## src/rtl/rom_arbiter_pkg.sv

```systemverilog
// Shared widths, FSM states and port IDs for rom_arbiter.
// Also provides the ROM_BOUND_BIT default.
`ifndef API_ADDR_WIDTH
`define API_ADDR_WIDTH 32
`endif
`ifndef API_DATA_WIDTH
`define API_DATA_WIDTH 32
`endif

package rom_arbiter_pkg;
  localparam int ADDR_W = `API_ADDR_WIDTH;
  localparam int DATA_W = `API_DATA_WIDTH;
  localparam int ROM_BOUND_BIT_DEF = 13;

  typedef enum logic [1:0] {
    ST_IDLE  = 2'd0,
    ST_ISSUE = 2'd1,
    ST_WAIT  = 2'd2,
    ST_RESP  = 2'd3
  } state_e;

  typedef enum logic {
    PORT_IF = 1'b0,
    PORT_LS = 1'b1
  } port_e;
endpackage

```

## src/rtl/rom_arbiter_grant.sv

```systemverilog
// Two-way combinational grant for rom_arbiter.
// ROM_ARB_RR_EN: round-robin on contention, else fetch wins.
module rom_arb_grant
  import rom_arbiter_pkg::*;
(
  input  logic  if_valid_i,
  input  logic  ls_valid_i,
  input  port_e last_i,
  output logic  gnt_o,
  output port_e gnt_id_o
);

  port_e contend_id;

`ifdef ROM_ARB_RR_EN
  assign contend_id = (last_i == PORT_IF) ? PORT_LS : PORT_IF;
`else
  logic unused_last;
  assign unused_last = last_i;
  assign contend_id  = PORT_IF;
`endif

  assign gnt_o = if_valid_i | ls_valid_i;

  always_comb begin
    gnt_id_o = PORT_IF;
    unique case (1'b1)
      (if_valid_i && ls_valid_i):  gnt_id_o = contend_id;
      (!if_valid_i && ls_valid_i): gnt_id_o = PORT_LS;
      default:                     gnt_id_o = PORT_IF;
    endcase
  end

endmodule

```

## src/rtl/rom_arbiter.sv

```systemverilog
// Arbitrates fetch and load ports onto a single ROM read port.
// Build macro ROM_ARB_RR_EN selects round-robin contention.
module rom_arbiter
  import rom_arbiter_pkg::*;
#(
  parameter int ROM_BOUND_BIT = ROM_BOUND_BIT_DEF
) (
  input  logic              clk,
  input  logic              reset_n,
  input  logic              if_req_valid,
  output logic              if_req_ready,
  input  logic [ADDR_W-1:0] if_req_addr,
  output logic              if_resp_valid,
  input  logic              if_resp_ready,
  output logic [DATA_W-1:0] if_resp_data,
  output logic              if_resp_err,
  input  logic              ls_req_valid,
  output logic              ls_req_ready,
  input  logic [ADDR_W-1:0] ls_req_addr,
  output logic              ls_resp_valid,
  input  logic              ls_resp_ready,
  output logic [DATA_W-1:0] ls_resp_data,
  output logic              ls_resp_err,
  output logic              rom_en_n,
  output logic [ADDR_W-1:0] rom_addr_o,
  input  logic [DATA_W-1:0] rom_data_i,
  output logic              busy_o
);

  state_e            state_q, state_d;
  port_e             gid_q, gid_d;
  port_e             last_q, last_d;
  logic [ADDR_W-1:0] addr_q, addr_d;
  logic [DATA_W-1:0] data_q, data_d;
  logic              err_q, err_d;

  logic              gnt;
  port_e             gnt_id;
  logic [ADDR_W-1:0] req_addr;
  logic              oor;
  logic              resp_hs;

  rom_arb_grant u_grant (
    .if_valid_i (if_req_valid),
    .ls_valid_i (ls_req_valid),
    .last_i     (last_q),
    .gnt_o      (gnt),
    .gnt_id_o   (gnt_id)
  );

  assign req_addr = (gnt_id == PORT_LS) ? ls_req_addr : if_req_addr;
  assign oor      = |req_addr[ADDR_W-1:ROM_BOUND_BIT];
  assign resp_hs  = (gid_q == PORT_LS) ? ls_resp_ready : if_resp_ready;

  always_comb begin
    state_d      = state_q;
    gid_d        = gid_q;
    last_d       = last_q;
    addr_d       = addr_q;
    data_d       = data_q;
    err_d        = err_q;
    if_req_ready = 1'b0;
    ls_req_ready = 1'b0;
    unique case (state_q)
      ST_IDLE: begin
        if (gnt) begin
          if_req_ready = (gnt_id == PORT_IF);
          ls_req_ready = (gnt_id == PORT_LS);
          gid_d        = gnt_id;
          last_d       = gnt_id;
          addr_d       = req_addr;
          if (oor) begin
            data_d  = '0;
            err_d   = 1'b1;
            state_d = ST_RESP;
          end else begin
            state_d = ST_ISSUE;
          end
        end
      end
      ST_ISSUE: state_d = ST_WAIT;
      ST_WAIT: begin
        data_d  = rom_data_i;
        err_d   = 1'b0;
        state_d = ST_RESP;
      end
      ST_RESP: begin
        if (resp_hs) state_d = ST_IDLE;
      end
      default: state_d = ST_IDLE;
    endcase
  end

  always_ff @(posedge clk or negedge reset_n) begin
    if (!reset_n) begin
      state_q <= ST_IDLE;
      gid_q   <= PORT_IF;
      last_q  <= PORT_LS;
      addr_q  <= '0;
      data_q  <= '0;
      err_q   <= 1'b0;
    end else begin
      state_q <= state_d;
      gid_q   <= gid_d;
      last_q  <= last_d;
      addr_q  <= addr_d;
      data_q  <= data_d;
      err_q   <= err_d;
    end
  end

  assign if_resp_valid = (state_q == ST_RESP) && (gid_q == PORT_IF);
  assign ls_resp_valid = (state_q == ST_RESP) && (gid_q == PORT_LS);
  assign if_resp_data  = data_q;
  assign ls_resp_data  = data_q;
  assign if_resp_err   = err_q;
  assign ls_resp_err   = err_q;
  assign rom_en_n      = (state_q != ST_ISSUE);
  assign rom_addr_o    = addr_q;
  assign busy_o        = (state_q != ST_IDLE);

endmodule
```

## config.mk

```make
export PLATFORM = sky130hd
export DESIGN_NAME = rom_arbiter
export DESIGN_NICKNAME = d
export VERILOG_FILES = /design/src/rtl/rom_arbiter_pkg.sv /design/src/rtl/rom_arbiter_grant.sv /design/src/rtl/rom_arbiter.sv
export SDC_FILE = /design/constraint.sdc
export NUM_CORES = 1
export LEC_CHECK = 0
export CORE_MARGIN = 10
export CORE_UTILIZATION = 38
export DETAILED_ROUTE_END_ITERATION = 8
export GPL_TIMING_DRIVEN = 0
export PLACE_DENSITY = 0.8
export SYNTH_ARGS = -nofsm -noshare
export SYNTH_HDL_FRONTEND = slang
export SYNTH_SLANG_ARGS = --single-unit
```

## constraint.sdc

```tcl
create_clock -name clk -period 2.1 [get_ports clk]
set_input_delay 0.63 -clock clk [delete_from_list [all_inputs] [get_ports clk]]
set_output_delay 0.63 -clock clk [all_outputs]
set_load 0.05 [all_outputs]
```

==> metrics.md <==
| Metric | Value |
|---|---|
| Max-slew headroom | 41.8% |
| Max Cap Violations | 0 |
| Max Freq | 431 MHz |
| TritonCTS clock tree | done |
| Peak supply drop | 0.000731 V |
| R2r endpoint | if_resp_data[16]$_DFFE_PN0P_ |
| Worst reg2reg setup slack | 0.07 ns |
| Worst setup EP type | register |
| Ys Warns | 0 |
| FF-to-FF Start | state_q[0]$_DFFE_PN0P_ |
| Unrepaired setup endpoints after global routing | yes |
| Vias in the first global route | 3647 |
| Pin count of the biggest net entering global routing | 69 |
| Skew-Pair Late Insertion Delay | 0.33 ns |
| Final core utilization | 67.6% |
| Arr. time, crit path | 2.58 ns |
| Clock transition at path regs | 0.08 ns |
| Antenna Nets Post-Route | 0 |
| # diodes | 0 |
| R2r worst-path depth | 10 |
| Crit share post-route | 111% |
| Boundary pin count | 206 |
| Hold Crit Class | input pin to async pin |
| Max-slew violations | 0 |
| Violated checks | setup timing |
| Clk buf depth | 2 |
| Worst-path fanout max | 10 |
| DPL Wire Length | 9.89 mm |
| DR pass1 iterations | 4 |
| Seq pwr share | 22.2% |
| CP Depth | 9 |
| Grt ovf | 0 |
| Die Span Y | 116 microns |
| Worst-Margin Slew | 0.872 ns |
| Via density | 4.97 |
| Total CTS buffers | 9 |
| Min cycle time layout | 2.32 ns |
| Seq/Total Area, Yosys | 48.3% |
| Nets | 663 |
| Outcome | complete, but fails checks |
| Final wirelength | 12.5 mm |
| Psw | 4960 uW |
| Worst Setup Slack, final | -0.222 ns |
| Gr usage total | 18.3% |
| Initial core utilization | 38.5% |
| CP Launch Type | input pin |
| Initial antenna violation count | 0 |
| First-pass GRT wire length | 19.5 mm |
| Sw Share | 50.7% |
| Root Driver | clkbuf_8 |
| Die Width | 116 microns |
| Netlist Area Pre-Place | 3520 sq um |
| Setup Viol. Count Final | 34 |
| Drt first-iter violations | 97 |
| Port Buffer Count | 205 |
| Die area | 13500 sq um |
| Worst Path Buf+Inv | 4 |
| Clock Sinks | 68 |
| WL/cell | 18.6 microns |
| Core ar. | 9150 sq um |
| CTS H-tree depth | 3 |
| Internal | 4830 uW |
| Pwr dens | 1580 nW/um^2 |
| CP top delay family | simple AND/OR/NAND/NOR gates |
| Worst path max stage delay | 0.52 ns |
| Fillers | 759 |
| Share of cells above drive strength 1 | 22.2% |
| Clock skew | 0.00742 ns |
| Worst path cell trace | buf_6, or4_4, or4_4, o22ai_4, a311o_1, buf_6, buf_12, buf_12, o2bb2ai_1 |
| Area Overhead vs Synth | 75.6% |
| Fin Hold WS | 0.413 ns |
| Clk network pwr share | 13.7% |
| Comb pwr share | 64.1% |
| Crit Path Category | input pin to register |
| CP max stage cell | or4_4 |
| Hold violation total from the final report | 0 |
| Synth Register Bits | 68 |
| Critical path required time | 2.36 ns |
| FP Rows | 35 |
| Mapped Nets | 439 |
| Final GP Congestion | 0.783 |
| Mapped Cells | 333 |
| Pleak | 0.00311 uW |
| Syn Area/Cell | 10.6 sq um |
| DRC Markers | 0 |
| Vias | 3343 |
| Post-synth cell types | 31 |
## final cells by class
cell class	count	area, sq um	area share, %
Clock buffer	10	138	2.23
Tap cell	111	139	2.25
Inverter	6	26.3	0.425
Timing Repair Buffer	215	2060	33.2
Clock inverter	6	111	1.80
Sequential cell	68	1700	27.5
Multi-Input combinational cell	201	1580	25.5
Buffer	56	435	7.04
## cells in the mapped netlist, drive strengths merged
library cell	count	area share, %
a31o	1	0.25
o31ai	1	0.21
a21o	1	0.21
clkbuf	15	1.6
nor2b	1	0.18
nand2b	1	0.18
nand3	33	4.7
o2bb2ai	32	9.7
nor3	2	0.28
o22ai	2	0.53
nand2	36	3.8
a311o	1	0.28
inv	6	0.64
buf	43	10
o21ai	34	4.8
mux2i	34	9.7
and3	1	0.21
nor2	6	0.64
nor4	6	1.1
dfrtp	68	48
or4	2	0.43
or3	1	0.18
ha	4	1.4
and2	2	0.36
## metrics by stage
stage	setup slack (ns)	TNS, ns	instances	total power (uW)	instance area (sq um)
2_1_floorplan	-0.163	-5.03	333	6230	3530
3_3_place_gp	-1.88	-170.53	649	8210	5720
3_5_place_dp	-1.45	-45.90	649	8330	5720
4_1_cts	-0.320	-9.09	674	9890	6160
5_1_grt	-0.255	-7.26	673	10400	6180
6_report	-0.222	-6.23	673	9790	6180
## registers in the layout, indices dropped and copies added (netlist names)
name and flops:
gid_q 1, if_resp_data 32, if_resp_err 1, rom_addr_o 32, state_q 2
## cells by family (layout without fill, tap and decap cells)
kind of cell | count (synthesis) | count (layout) | share of synthesized area, %
AO/OA/AOI/OAI | 72 | 72 | 16.1
adder cells (fa/ha/maj) | 4 | 4 | 1.42
buffers and inverters | 64 | 293 | 12.5
flip-flops | 68 | 68 | 48.3
multiplexers | 34 | 34 | 9.66
AND/OR/NAND/NOR | 91 | 91 | 12.0
## what timing repair did
| action | CTS | global route |
|---|---|---|
| cloned | 2 | 0 |
| gates resized for setup | 186 | 28 |
| hold buffers | 0 | 0 |
| pin swaps | 4 | 4 |
| buffers inserted | 8 | 1 |
| setup endpoints to repair | 167 | 39 |
## worst max-delay path by stage
stage	start	slack, ns	to
final	ls_req_addr[17]	-0.22	if_resp_data[16]$_DFFE_PN0P_
after global routing	ls_req_addr[17]	-0.25	if_resp_data[15]$_DFFE_PN0P_
after detailed placement	if_req_valid	-1.45	ls_req_ready
after global placement	reset_n	-1.88	rom_addr_o[5]$_DFFE_PN0P_
after floorplan	ls_req_addr[16]	-0.16	if_resp_data[0]$_DFFE_PN0P_
after CTS	ls_req_addr[21]	-0.32	if_resp_data[26]$_DFFE_PN0P_
## worst register-to-register path, cell delays in order, from the launching register on
cell and delay, ns:
dfrtp_1 0.43, inv_2 0.11, ha_4 0.18, clkinvlp_4 0.15
buf_4 0.16, nor3_2 0.27, a311o_1 0.18, buf_6 0.12
buf_12 0.12, buf_12 0.13, o2bb2ai_1 0.12
## layout by cell type, fill, tap and decap left out, types with 5 or more instances in the layout
cell             count
buf_12               6
buf_4               39
buf_6               11
clkbuf_1            11
clkbuf_2             5
clkbuf_8            10
clkdlybuf4s50_1     94
dfrtp_1             68
dlygate4sd2_1       96
mux2i_1             34
nand2_1             36
nand3_1             33
nor4_1               5
o21ai_0             33
o2bb2ai_1            8
o2bb2ai_2           20
## power by group through the flow
stage	Combinational, uW	Sequential, uW	Clock, uW
floorplan	2500	3730	0
global placement	6060	2160	0
detailed placement	6140	2190	0
CTS	6340	2170	1370
global route	6680	2240	1440
finish	6270	2170	1340
## per-layer routing
metal  track usage [%]  vias up  wire, microns
met4              5.42        0            129
met5                 0        -              0
met2              31.9      136           6300
li1                  -     1607              -
met3              7.55        8           1340
met1              19.8     1592           4740
Power figures use the tool's default switching activity.
==> RTL change (config.mk and constraints unchanged) <==
The package constant `ROM_BOUND_BIT_DEF` goes from 13 to 12.
--- a/src/rtl/rom_arbiter_pkg.sv
+++ b/src/rtl/rom_arbiter_pkg.sv
@@ -10,7 +10,7 @@
 package rom_arbiter_pkg;
   localparam int ADDR_W = `API_ADDR_WIDTH;
   localparam int DATA_W = `API_DATA_WIDTH;
-  localparam int ROM_BOUND_BIT_DEF = 13;
+  localparam int ROM_BOUND_BIT_DEF = 12;
 
   typedef enum logic [1:0] {
     ST_IDLE  = 2'd0,
Check against the original RTL: not equivalent (Yosys sat finds a counterexample within 4 cycles, from zero or initial values and one cycle with reset_n low).
==> RTL change against the original RTL <==
- final area down 4.1%
- power up 6.3%
- global-route usage down 0.051 points
- area after synthesis fell by 2.8%
- routed wire length increased by 1.8%
- sequential share of layout area is 1.2 points higher
- largest power group unchanged
- sequential cell count unchanged
- critical path depth is 5 lower
- critical path type is now reg -> out
- worst setup slack better by 0.27 ns
==> RTL change: results (changes against the original RTL) <==
layout cell share with drive strength beyond 1=16.9% (-5.3 points); Nets=657 (-0.90%); Multi-In Gates=197 (-2.0%); Iteration-0 DRC Markers=111 (+14%); grt met3 use=5.68% (-1.9 points); DR vias=3,332 (-0.33%); measured slew at the worst slew-check pin=0.850 ns (-0.0223 ns); first-pass GRT wire length=19,300 um (-1.1%); clk cell area share=3.55% (-0.48 points); Syn Nets=435 (-0.91%); part of the Yosys area used for sequential elements=49.7% (+1.4 points); VDD IR-drop max=1.16 mV (+59%); Slowest cell on crit path=dfrtp_1; CP max FO=8 (-2); Non-clock buffering overhead=40.6% (+0.27 points); Leak Pwr=0.00306 uW (-1.4%); Cell Int Power=4680 uW (-3.1%); outcome=finished clean; metal1 wirelength=4720 um (-0.23%); Compound-Gate Fraction of Synth Area=15.1% (-0.99 points); Critical Path Max Stage Delay=0.42 ns (-0.10 ns); vias in the first global route=3,484 (-4.5%); FFs & Latches=68 (unchanged); Placement Setup Slack=-0.743 ns (+0.708 ns); ranking of synthesized cells by area=dfrtp_1 (50%), mux2i_1 (9.7%), o2bb2ai_1 (8.2%); gpl congestion=0.809 (+3.3%)
[RTL change: changes by cell type after synthesis, moves of 2 or more]
| cell | change |
|---|---|
| o2bb2ai_1 | +10 |
| o2bb2ai_2 | -10 |
| buf_2 | +7 |
| buf_12 | -3 |
| buf_4 | -3 |
| clkbuf_1 | -3 |
| nand2_1 | -3 |
| inv_1 | +2 |
| nand4_1 | +2 |
| nor2_1 | -2 |
| nor4_1 | +2 |
| or4_1 | -2 |
[RTL change: stage by stage]
stage | power, uW | cells | hold slack, ns
after floorplan | 7130 | 329 | 0.334
after global placement | 9600 | 642 | 0.464
after detailed placement | 9690 | 642 | 0.470
after CTS | 10300 | 662 | 0.421
after global routing | 10900 | 664 | 0.466
final | 10400 | 664 | 0.390
[RTL change: worst paths after layout]
check / slack [ns] / startpoint / end / cells after the start
worst min register to register: 0.48 / rom_addr_o[9]$_DFFE_PN0P_ / rom_addr_o[9]$_DFFE_PN0P_ / 2
max in group asynchronous: 1.12 / reset_n / state_q[0]$_DFFE_PN0P_ / 1
worst max register to register: 0.15 / state_q[0]$_DFFE_PN0P_ / if_resp_data[8]$_DFFE_PN0P_ / 9
worst max-delay path: 0.05 / state_q[1]$_DFFE_PN0P_ / ls_req_ready / 4
worst min-delay path: 0.39 / reset_n / rom_addr_o[28]$_DFFE_PN0P_ / 1
min in group clk: 0.48 / rom_addr_o[9]$_DFFE_PN0P_ / rom_addr_o[9]$_DFFE_PN0P_ / 2
[RTL change: cell families (layout without fill, tap and decap cells)]
group,count (synthesis),in the layout
adders and majority gates,4,4
AOI/OAI and AO/OA,72,72
buffers and inverters,64,291
muxes,33,33
DFF,68,68
and+or+nand+nor,88,88
